$ cat config.mk
export PLATFORM = sky130hd
export DESIGN_NAME = seg_display_scanner
export DESIGN_NICKNAME = d
export VERILOG_FILES = /design/src/rtl/seg_display_scanner.sv
export SDC_FILE = /design/constraint.sdc
export NUM_CORES = 1
export LEC_CHECK = 0
export ABC_CLOCK_PERIOD_IN_PS = 2400
export BUFFER_PORTS_ARGS = -buffer_cell sky130_fd_sc_hd__buf_2
export CAP_MARGIN = 10
export CORE_UTILIZATION = 55
export CTS_CLUSTER_SIZE = 40
export DETAILED_ROUTE_END_ITERATION = 6
export PLACE_DENSITY = 0.74
export SLEW_MARGIN = 20
export SYNTH_ARGS = -nofsm -noshare
export SYNTH_HDL_FRONTEND = slang
export SYNTH_SLANG_ARGS = --single-unit
$ cat constraint.sdc
create_clock -name clk -period 2.4 [get_ports clk]
set_input_delay 0.72 -clock clk [delete_from_list [all_inputs] [get_ports clk]]
set_output_delay 0.72 -clock clk [all_outputs]
set_load 0.03 [all_outputs]
$ cat src/rtl/seg_display_scanner.sv
// Time-multiplexed driver for a 4-digit common-anode seven-segment display.
// Shadow/active digit registers give tear-free frame updates; adds blanking, guard and blink gating.
module seg_display_scanner #(
   parameter int SCAN_BITS    = 16,
   parameter int GUARD_CYCLES = 4,
   parameter int BLINK_BITS   = 25
) (
   input  logic       clk,
   input  logic       reset,
   input  logic       load,
   input  logic [3:0] bcd3,
   input  logic [3:0] bcd2,
   input  logic [3:0] bcd1,
   input  logic [3:0] bcd0,
   input  logic       colon,
   input  logic       blank_lz,
   input  logic       blink,
   output logic [7:0] seg,
   output logic [3:0] AN,
   output logic       updated
);

   localparam logic [SCAN_BITS-1:0] GUARD_LIMIT = SCAN_BITS'(GUARD_CYCLES);

   logic [3:0]            shadow3, shadow2, shadow1, shadow0;
   logic                  shadow_colon;
   logic                  pending;
   logic [3:0]            act3, act2, act1, act0;
   logic                  act_colon;
   logic [1:0]            index;
   logic [SCAN_BITS-1:0]  scan_count;
   logic [BLINK_BITS-1:0] blink_count;
   logic                  phase_on;

   logic       scan_wrap, boundary;
   logic       blank3, blank2, blank1;
   logic [3:0] cur_digit;
   logic       cur_blank, cur_dp;
   logic [7:0] next_seg;
   logic [3:0] next_an;

   // Active-low a..g patterns; codes above 9 show a dash.
   function automatic logic [6:0] decode(input logic [3:0] d);
      case (d)
         4'd0:    decode = 7'h40;
         4'd1:    decode = 7'h79;
         4'd2:    decode = 7'h24;
         4'd3:    decode = 7'h30;
         4'd4:    decode = 7'h19;
         4'd5:    decode = 7'h12;
         4'd6:    decode = 7'h02;
         4'd7:    decode = 7'h78;
         4'd8:    decode = 7'h00;
         4'd9:    decode = 7'h10;
         default: decode = 7'h3F;
      endcase
   endfunction

   assign scan_wrap = (scan_count == '1);
   assign boundary  = scan_wrap && (index == 2'd3);

   // Blanking cascades from the leftmost digit; digit 0 always shows.
   always_comb begin
      blank3    = blank_lz && (act3 == 4'd0);
      blank2    = blank3 && (act2 == 4'd0);
      blank1    = blank2 && (act1 == 4'd0);
      cur_digit = act0;
      cur_blank = 1'b0;
      cur_dp    = 1'b1;
      case (index)
         2'd0: begin
            cur_digit = act0;
         end
         2'd1: begin
            cur_digit = act1;
            cur_blank = blank1;
         end
         2'd2: begin
            cur_digit = act2;
            cur_blank = blank2;
            cur_dp    = ~act_colon;
         end
         default: begin
            cur_digit = act3;
            cur_blank = blank3;
         end
      endcase
      next_seg = {cur_dp, cur_blank ? 7'h7F : decode(cur_digit)};
      next_an  = ~(4'b0001 << index);
      if ((scan_count < GUARD_LIMIT) || (blink && !phase_on)) begin
         next_seg = 8'hFF;
         next_an  = 4'hF;
      end
   end

   // A load in the boundary cycle bypasses the shadow so it lands in the very next frame.
   always_ff @(posedge clk) begin
      if (!reset) begin
         shadow3      <= 4'd0;
         shadow2      <= 4'd0;
         shadow1      <= 4'd0;
         shadow0      <= 4'd0;
         shadow_colon <= 1'b0;
         pending      <= 1'b0;
         act3         <= 4'd0;
         act2         <= 4'd0;
         act1         <= 4'd0;
         act0         <= 4'd0;
         act_colon    <= 1'b0;
         index        <= 2'd0;
         scan_count   <= '0;
         blink_count  <= '0;
         phase_on     <= 1'b1;
         seg          <= 8'hFF;
         AN           <= 4'hF;
         updated      <= 1'b0;
      end else begin
         scan_count  <= scan_count + 1'b1;
         blink_count <= blink_count + 1'b1;
         if (scan_wrap)
            index <= index + 2'd1;
         if (blink_count == '1)
            phase_on <= ~phase_on;
         updated <= 1'b0;
         if (boundary) begin
            if (load) begin
               act3      <= bcd3;
               act2      <= bcd2;
               act1      <= bcd1;
               act0      <= bcd0;
               act_colon <= colon;
               pending   <= 1'b0;
               updated   <= 1'b1;
            end else if (pending) begin
               act3      <= shadow3;
               act2      <= shadow2;
               act1      <= shadow1;
               act0      <= shadow0;
               act_colon <= shadow_colon;
               pending   <= 1'b0;
               updated   <= 1'b1;
            end
         end else if (load) begin
            shadow3      <= bcd3;
            shadow2      <= bcd2;
            shadow1      <= bcd1;
            shadow0      <= bcd0;
            shadow_colon <= colon;
            pending      <= 1'b1;
         end
         seg <= next_seg;
         AN  <= next_an;
      end
   end

endmodule

==> results of run 1 <==
## cells in the final DEF, fill, tap and decap left out, types with 8 or more instances in the layout
cell type and instances:
nand2_1 51, nand4_1 8, inv_1 11, xnor2_1 16
mux2i_1 19, nand3_1 32, buf_2 34, o31ai_2 12
o21ai_0 11, nor2_1 43, a21oi_2 10, ha_1 10
clkbuf_8 10, a21oi_1 16, dfxtp_1 92, xor2_1 15
nand2_2 10, or3_1 8
## worst max path at each step
stage,depth (start not counted),slack (ns),end
floorplan,8,0.43,seg[5]
global placement,8,0.32,seg[5]
detailed placement,8,0.22,seg[5]
CTS,7,0.23,seg[3]
global route,8,0.03,seg[5]
finish,8,0.23,seg[5]
## per-layer routing
metal	share of wire	global-route usage	vias to the layer above
met1	0.50	0.303	1463
li1	-	-	1620
met2	0.45	0.319	65
met3	0.040	0.0345	10
met4	0.018	0.0953	0
met5	0	0	-
## power by group through the flow
stage | Clock, W | Combinational (W) | Sequential [W]
after floorplan | 0 | 0.000107 | 0.00162
after global placement | 0 | 0.000167 | 0.00161
after detailed placement | 0 | 0.000170 | 0.00161
after CTS | 0.000933 | 0.000171 | 0.00157
after global routing | 0.000990 | 0.000187 | 0.00158
final | 0.000905 | 0.000169 | 0.00157
## cell families after synthesis
family | Yosys count | share of synthesized area
adders and majority gates | 10 | 0.0303
muxes | 22 | 0.0542
xor gates and xnor gates | 31 | 0.0657
buffers and inverters | 38 | 0.0433
DFF | 92 | 0.446
and+or+nand+nor | 193 | 0.236
AOI/OAI and AO/OA | 66 | 0.125
## worst reg2reg max path, delay by kind of cell (launching register included)
family,cells,cell delay (ns)
AO/OA/AOI/OAI,2,0.61
adder cells (fa/ha/maj),2,0.48
flip-flops,1,0.42
multiplexers,1,0.27
buffers and inverters,2,0.22
AND/OR/NAND/NOR,1,0.08
## what timing repair did
action,in CTS,in global routing
endpoints found under the hold margin,0,0
endpoints found under the setup margin,0,1
gates resized for setup,0,1
## cell type report
| type | count | share of cell area |
|---|---|---|
| clock buffer | 11 | 0.0311 |
| clock inverter | 4 | 0.00578 |
| inverter | 12 | 0.00991 |
| multi-input combinational | 322 | 0.466 |
| sequential | 92 | 0.405 |
| tap | 99 | 0.0273 |
| timing repair buffer | 41 | 0.0545 |
## sequential cells by signal, summed over array words and instances, names as in the netlist, 2 cells and up
| register | count |
|---|---|
| AN | 4 |
| act0 | 4 |
| act1 | 4 |
| act2 | 4 |
| act3 | 4 |
| blink_count | 25 |
| index | 2 |
| scan_count | 16 |
| seg | 8 |
| shadow0 | 4 |
| shadow1 | 4 |
| shadow2 | 4 |
| shadow3 | 4 |
## stage by stage
step	power (W)	std cells
finish	0.00265	581
global route	0.00275	581
CTS	0.00268	581
detailed placement	0.00178	566
global placement	0.00178	566
floorplan	0.00172	452
==> impl_metrics.csv, run 1 <==
group,metric,value,unit
job,drv_cap,0,
power_and_ir_drop,power_per_cell_area,583,nW/um2
cts,cts_buffers,9,
yosys,netlist_instances,452,
yosys,synth_most_common_cell,"dfxtp_1",
yosys,synth-seq-cells,92,
power_and_ir_drop,combPwrFrac,0.064,
critical_path,rr_worst_depth,8,
critical_path,r2r-start,"index[0]",
global_route,grt_max_degree,43,
drt,drt-total-wl,7.72,mm
critical_path,slowest_stage,"dfxtp_1",
power_and_ir_drop,ir_worst_vdd,0.328,mV
floorplanning,dieArea,7870,um2
layout,design_area,4540,um2
yosys,seq_area_frac_synth,0.446,
sta,setup_ws,0.225,ns
layout,multi_input_area,2120,um2
power_and_ir_drop,p_leak,1.73,nW
power_and_ir_drop,intPower,0.00202,W
outcome,status,"finished, final reports clean",
floorplanning,rows,31,
cts,cts.reportedPaths.clkPinSlew,0.08,ns
critical_path,path_cells,"inv_1, ha_1, a222oi_1, mux2_2, inv_1, ha_1, o32ai_1, nand2_1",
critical_path,rr_endpoint,"seg[5]",
floorplanning,die_w,88.7,um
sta,timing.fmax,460,MHz
sta,hold_violations,0,
yosys,synth_enable_flop_cells,0,
global_route,antenna_found_initial,0,
yosys,syn_area_per_cell,9.15,um2
sta,relSlewSlack,0.647,
floorplanning,core,7250,um2
yosys,synth_top_area_share,0.446,
hold_path,holdPathStages,1,
critical_path,endpoint_kind,"flip-flop",
power_and_ir_drop,clockPowerShare,0.342,
cts,cts_hold_buffers,0,
layout,fill_cells,634,
hold_path,hp-class,"flip-flop to flip-flop",
yosys,synth.area.top_cells,"dfxtp_1 (45%), nand2_1 (4.6%), mux2i_1 (4.6%)",
sta,finalSetupTns,0,ns
hold_path,min_from,"act_colon",
yosys,synth_top_cell_by_area,"dfxtp_1",
yosys,yosys-top-cells-count,"dfxtp_1 (92), nand2_1 (51), nor2_1 (43), nand3_1 (32), mux2i_1 (19)",
critical_path,arrival,2.42,ns
critical_path,crit_buf_inv,2,
layout,layout.area.seq,1840,um2
critical_path,cp_max_fo,6,
yosys,ys_warn_count,0,
power_and_ir_drop,power_frac_seq,0.594,
drt,vias,3158,
layout,final_util,0.626,
global_route,grt_pass1_wl,12.9,mm
power_and_ir_drop,p_sw,0.000630,W
cts,cts_num_sinks,92,
sta,tightest_slew,0.514,ns
critical_path,cp_slowest_stage_delay,0.42,ns
floorplanning,initial_core_util,0.570,
hold_path,min_to,"seg[7]",
place,io_buffers,34,
sta,rsz0062_at_grt,"no",
cts,post_cts_buffers,0,
drt,drcViolationCount,0,
critical_path,cp-start-kind,"flip-flop",
place,dpl_cell_area,4370,um2
power_and_ir_drop,swShare,0.238,
sta,setup_violations,0,
global_route,gr-total-overflow,0,
sta,period_needed,2.17,ns
cts,clk_path_buf_depth,2,
critical_path,critPathKind,"flip-flop to flip-flop",
global_route,first_global_vias,2763,
sta,fin_hold_ws,0.436,ns
critical_path,critPathRequiredTime,2.65,ns
drt,first_iter_violations,145,
critical_path,startpoint,"index[0]",
cts,cts_tree,"done",
floorplanning,ios,35,
yosys,synth_nets,484,
drt,first_pass_iters,4,
layout,nets,510,
sta,finalCritPeriodShare,0.906,
layout,drive_above_1_share,0.203,
floorplanning,die_y,88.7,um
cts,htreeDepth,3,
drt,vias_per_cell,5.44,
yosys,syn_area,4130,um2
critical_path,r2r_setup_slack,0.23,ns
drt,wl_per_cell,13.3,um
sta,fin_skew,0.00800,ns
critical_path,critical-path-top-delay-family,"compound AO/OA/AOI/OAI gates",
layout,antenna_cells,0,
yosys,synthFlopType,"dfxtp_1",
global_route,track_usage,0.213,
place,routabilityCongestion,0.832,
sta,finalMaxSlewViolations,0,
layout,area_delta_synth_final,9.90,%
yosys,synthArstFlopShare,0,
yosys,synth_cell_types,45,
cts,cts_root_buf,"clkbuf_8",
cts,clkLatencyLatePin,0.35,ns
place,dpl_worst_slack,0.221,ns
drt,antenna_left,0,
place,hpwlAfterDp,5.43,mm
Note: power is estimated with default switching activity, not from simulation.
==> run 2, diff against run 1 <==
- BUFFER_PORTS_ARGS: -buffer_cell sky130_fd_sc_hd__buf_2 -> not set
- DONT_BUFFER_PORTS: not set -> 1
- PLACE_DENSITY: 0.74 -> 0.7
==> impl_metrics.csv, run 2 (synthesis results as in run 1) <==
group,metric,value,unit
outcome,status,"finished, final reports clean",
power_and_ir_drop,swShare,0.242,
global_route,grt_pass1_wl,13.0,mm
layout,layout_common_cells,"dfxtp_1 (92), nand2_1 (51), nor2_1 (43)",
power_and_ir_drop,power_per_cell_area,597,nW/um2
global_route,gr-total-overflow,0,
cts,post_cts_buffers,0,
place,routabilityCongestion,0.843,
power_and_ir_drop,p_sw,0.000630,W
sta,period_needed,2.19,ns
power_and_ir_drop,p_leak,1.60,nW
sta,setup_violations,0,
drt,vias,3021,
critical_path,cp_max_fo,7,
sta,timing.fmax,456,MHz
critical_path,path_cells,"inv_1, ha_1, a222oi_1, mux2i_1, a21boi_0, nor3b_1, o21ai_0",
cts,cts.reportedPaths.clkPinSlew,0.09,ns
cts,cts_buffers,9,
layout,nets,474,
cts,clk_path_buf_depth,2,
place,hpwlAfterDp,5.38,mm
critical_path,arrival,2.41,ns
cts,clkLatencyLatePin,0.35,ns
power_and_ir_drop,combPwrFrac,0.045,
layout,largest-register,"blink_count",
global_route,track_usage,0.213,
cts,htreeDepth,3,
drt,met3WireLength,377,um
cts,cts_num_sinks,92,
sta,hold_violations,0,
critical_path,slowest_stage,"dfxtp_1",
global_route,grt_max_degree,40,
power_and_ir_drop,ir_worst_vdd,0.338,mV
critical_path,critPathRequiredTime,2.62,ns
cts,cts_root_buf,"clkbuf_8",
global_route,first_global_vias,2753,
layout,largest_register_ffs,25,
drt,first_pass_iters,4,
drt,antenna_left,0,
sta,relSlewSlack,0.657,
drt,drcViolationCount,0,
place,io_buffers,0,
layout,reg_top3,"blink_count: 25 flops, scan_count: 16 flops, seg: 8 flops",
cts,cts_hold_buffers,0,
layout,design_area,4360,um2
floorplanning,ios,35,
sta,tightest_slew,0.500,ns
power_and_ir_drop,intPower,0.00197,W
drt,routed.top_layer,"met4",
cts,cts_resized,0,
sta,finalSetupTns,0,ns
floorplanning,core,7250,um2
layout,antenna_cells,0,
global_route,antenna_found_initial,0,
floorplanning,initial_core_util,0.570,
job,drv_cap,0,
layout,final_common_cell,"dfxtp_1",
drt,first_iter_violations,151,
drt,wl_per_cell,14.0,um
hold_path,hp-class,"input pin to flip-flop",
drt,drt-total-wl,7.61,mm
critical_path,cp_slowest_stage_delay,0.41,ns
floorplanning,rows,31,
floorplanning,die_w,88.7,um
critical_path,cp-start-kind,"flip-flop",
critical_path,r2r-start,"index[0]",
sta,rsz0062_at_grt,"no",
floorplanning,dieArea,7870,um2
sta,finalMaxSlewViolations,0,
power_and_ir_drop,clockPowerShare,0.347,
power_and_ir_drop,power_frac_seq,0.608,
cts,cts_tree,"done",
critical_path,startpoint,"index[0]",
place,dpl_cell_area,4190,um2
critical_path,endpoint_kind,"flip-flop",
floorplanning,die_y,88.7,um
drt,wl_met1,3.81,mm
sta,finalCritPeriodShare,0.914,
hold_path,min_from,"reset",
critical_path,critPathKind,"flip-flop to flip-flop",
layout,drive_above_1_share,0.141,
drt,vias_per_cell,5.54,
critical_path,r2r_setup_slack,0.21,ns
sta,fin_skew,0.0109,ns
drt,met2_length,3.33,mm
layout,area_delta_synth_final,5.48,%
-- run 2: worst paths after layout --
kind	end	cells after the start
setup / recovery	seg[1]	7
hold / removal	phase_on	1
setup reg to reg	seg[1]	7
hold reg to reg	seg[7]	1
-- run 2: final cells by class --
type                    instances  area, um2
clock buffers                   9        124
fillers                       643       2890
inverters                      12       45.0
well taps                      99        124
multi-input cells             322       2120
flip-flops and latches         92       1840
repair buffers                  5       62.6
clock inverters                 6       42.5
-- run 2: routing by layer --
metal / up-vias / GRT usage
met5: - / 0
met4: 0 / 0.0689
met3: 9 / 0.0681
met2: 59 / 0.313
met1: 1406 / 0.297
li1: 1547 / -
-- run 2: power by group through the flow --
stage	combinational [W]	sequential [W]	clock [W]
6_report	0.000116	0.00158	0.000904
3_3_place_gp	0.000115	0.00162	0
4_1_cts	0.000118	0.00158	0.000935
5_1_grt	0.000131	0.00159	0.00100
2_1_floorplan	0.000107	0.00162	0
3_5_place_dp	0.000118	0.00162	0
-- run 2: worst max-delay path, delay by kind of cell (launching register included) --
kind            cells  cell delay [ns]
simple gates        1             0.31
flops               1             0.41
compound gates      3             0.72
buf+inv             1             0.11
fa+ha+maj           1             0.27
mux                 1             0.25
-- run 2: per-stage QoR --
step | setup slack, ns | hold WS [ns] | instances | power, W | utilization
6_report | 0.206 | 0.432 | 545 | 0.00260 | 0.601
5_1_grt | 0.0372 | 0.397 | 545 | 0.00272 | 0.601
4_1_cts | 0.167 | 0.412 | 545 | 0.00264 | 0.600
3_5_place_dp | 0.201 | 0.412 | 530 | 0.00174 | 0.577
3_3_place_gp | 0.315 | 0.413 | 530 | 0.00173 | 0.577
2_1_floorplan | 0.433 | 0.368 | 452 | 0.00172 | -
==> run 3, diff against run 2 <==
- CELL_PAD_IN_SITES_DETAIL_PLACEMENT: not set -> 1
- CELL_PAD_IN_SITES_GLOBAL_PLACEMENT: not set -> 1
- CORE_UTILIZATION: 55 -> 48
- PLACE_DENSITY: 0.7 -> 0.78
==> impl_metrics.csv, run 3 (synthesis results as in run 1) <==
group,metric,value,unit
layout,largest-register,"blink_count",
layout,area_delta_synth_final,5.54,%
critical_path,critPathRequiredTime,2.64,ns
hold_path,min_from,"act_colon",
outcome,status,"finished, final reports clean",
layout,drive_above_1_share,0.143,
drt,drt-total-wl,8.59,mm
drt,drcViolationCount,0,
power_and_ir_drop,power_per_cell_area,606,nW/um2
sta,period_needed,2.18,ns
place,io_buffers,0,
power_and_ir_drop,ir_worst_vdd,0.312,mV
cts,htreeDepth,3,
sta,relSlewSlack,0.637,
cts,post_cts_buffers,0,
hold_path,hp-class,"flip-flop to flip-flop",
sta,finalCritPeriodShare,0.910,
place,hpwlAfterDp,5.97,mm
critical_path,r2r-start,"index[1]",
place,routabilityCongestion,0.805,
critical_path,cp_max_fo,12,
floorplanning,ios,35,
sta,fin_hold_ws,0.432,ns
global_route,first_global_vias,2945,
floorplanning,rows,33,
cts,cts_buffers,9,
cts,cts_root_buf,"clkbuf_8",
critical_path,endpoint_kind,"flip-flop",
cts,cts.reportedPaths.clkPinSlew,0.10,ns
drt,wl_per_cell,15.6,um
sta,finalMaxSlewViolations,0,
floorplanning,die_y,94.8,um
floorplanning,dieArea,8990,um2
drt,first_pass_iters,5,
layout,layout_common_cells,"dfxtp_1 (91), nand2_1 (51), nor2_1 (43)",
sta,setup_violations,0,
place,dpl_cell_area,4170,um2
critical_path,r2r_setup_slack,0.22,ns
cts,cts_hold_buffers,0,
global_route,grt_max_degree,77,
drt,vias,3091,
drt,antenna_left,0,
drt,first_iter_violations,150,
layout,antenna_cells,0,
layout,reg_top3,"blink_count: 25 flops, scan_count: 16 flops, seg: 8 flops",
global_route,grt_pass1_wl,14.2,mm
layout,final_common_cell,"dfxtp_1",
power_and_ir_drop,p_leak,1.61,nW
sta,timing.fmax,458,MHz
critical_path,cp-start-kind,"flip-flop",
floorplanning,core,8260,um2
layout,fill_cells,970,
critical_path,critPathKind,"flip-flop to flip-flop",
hold_path,min_to,"seg[7]",
critical_path,rr_worst_depth,7,
critical_path,rr_endpoint,"seg[3]",
sta,finalSetupTns,0,ns
layout,largest_register_ffs,25,
hold_path,holdPathStages,1,
critical_path,arrival,2.42,ns
global_route,antenna_found_initial,0,
drt,vias_per_cell,5.61,
sta,rsz0062_at_grt,"no",
cts,clkLatencyLatePin,0.36,ns
sta,tightest_slew,0.529,ns
job,drv_cap,0,
floorplanning,initial_core_util,0.501,
floorplanning,die_w,94.8,um
global_route,gr-total-overflow,0,
sta,fin_skew,0.0133,ns
global_route,track_usage,0.205,
layout,design_area,4360,um2
cts,clk_path_buf_depth,2,
layout,nets,473,
sta,hold_violations,0,
cts,cts_tree,"done",
cts,cts_num_sinks,92,
==> run 3: cell count changes in the layout (fill, tap and decap cells not counted), sizes merged <==
cell and delta:
inv +1, clkinv -1, buf -1, clkbuf +1
==> run 3: timing repair <==
item | CTS | global route
gates resized for setup | 0 | 4
endpoints found under the hold margin | 0 | 0
endpoints found under the setup margin | 0 | 4
==> run 3: routing by layer <==
layer / global-route usage / share of wire / up-vias
li1: - / - / 1545
met1: 0.275 / 0.48 / 1490
met2: 0.316 / 0.46 / 45
met3: 0.0499 / 0.043 / 11
met4: 0.0795 / 0.016 / 0
met5: 0 / 0 / -
==> run 3: layout make-up <==
type	count	area, um2	share of cell area
Sequential cell	92	1840	0.422
Clock inverter	6	38.8	0.00889
Inverter	12	45.0	0.0103
Timing Repair Buffer	4	42.5	0.00975
Clock buffer	10	138	0.0315
Multi-Input combinational cell	322	2120	0.487
Tap cell	105	131	0.0301
==> run 3: report_power, final <==
group	leakage [nW]	internal, W	total (W)	switching [W]
clock network	0.0885	0.000403	0.000946	0.000543
registers	0.747	0.00156	0.00158	0.0000288
logic	0.770	0.0000450	0.000113	0.0000683
==> run 3: critical path, stage by stage, from the launching register on <==
cell and delay, ns:
dfxtp_1 0.42, inv_1 0.09, ha_1 0.26, a222oi_1 0.43
mux2_4 0.30, a21boi_0 0.12, nor3b_1 0.30, o211ai_1 0.14
==> run 3: worst max-delay path by stage <==
stage | to | cells past startpoint | slack [ns] | start
floorplan | seg[5] | 8 | 0.43 | index[0]
global placement | seg[1] | 7 | 0.31 | index[0]
detailed placement | seg[5] | 8 | 0.16 | index[0]
CTS | seg[0] | 7 | 0.09 | index[0]
global route | seg[5] | 8 | 0.06 | index[1]
finish | seg[3] | 7 | 0.22 | index[1]
==> run 3: through the flow <==
step	worst slack (ns)	std cells	total power, W	util
after floorplan	0.433	452	0.00172	-
after global placement	0.311	535	0.00173	0.505
after detailed placement	0.156	535	0.00174	0.505
after CTS	0.0937	551	0.00267	0.527
after global routing	0.0564	551	0.00275	0.528
final	0.217	551	0.00264	0.528
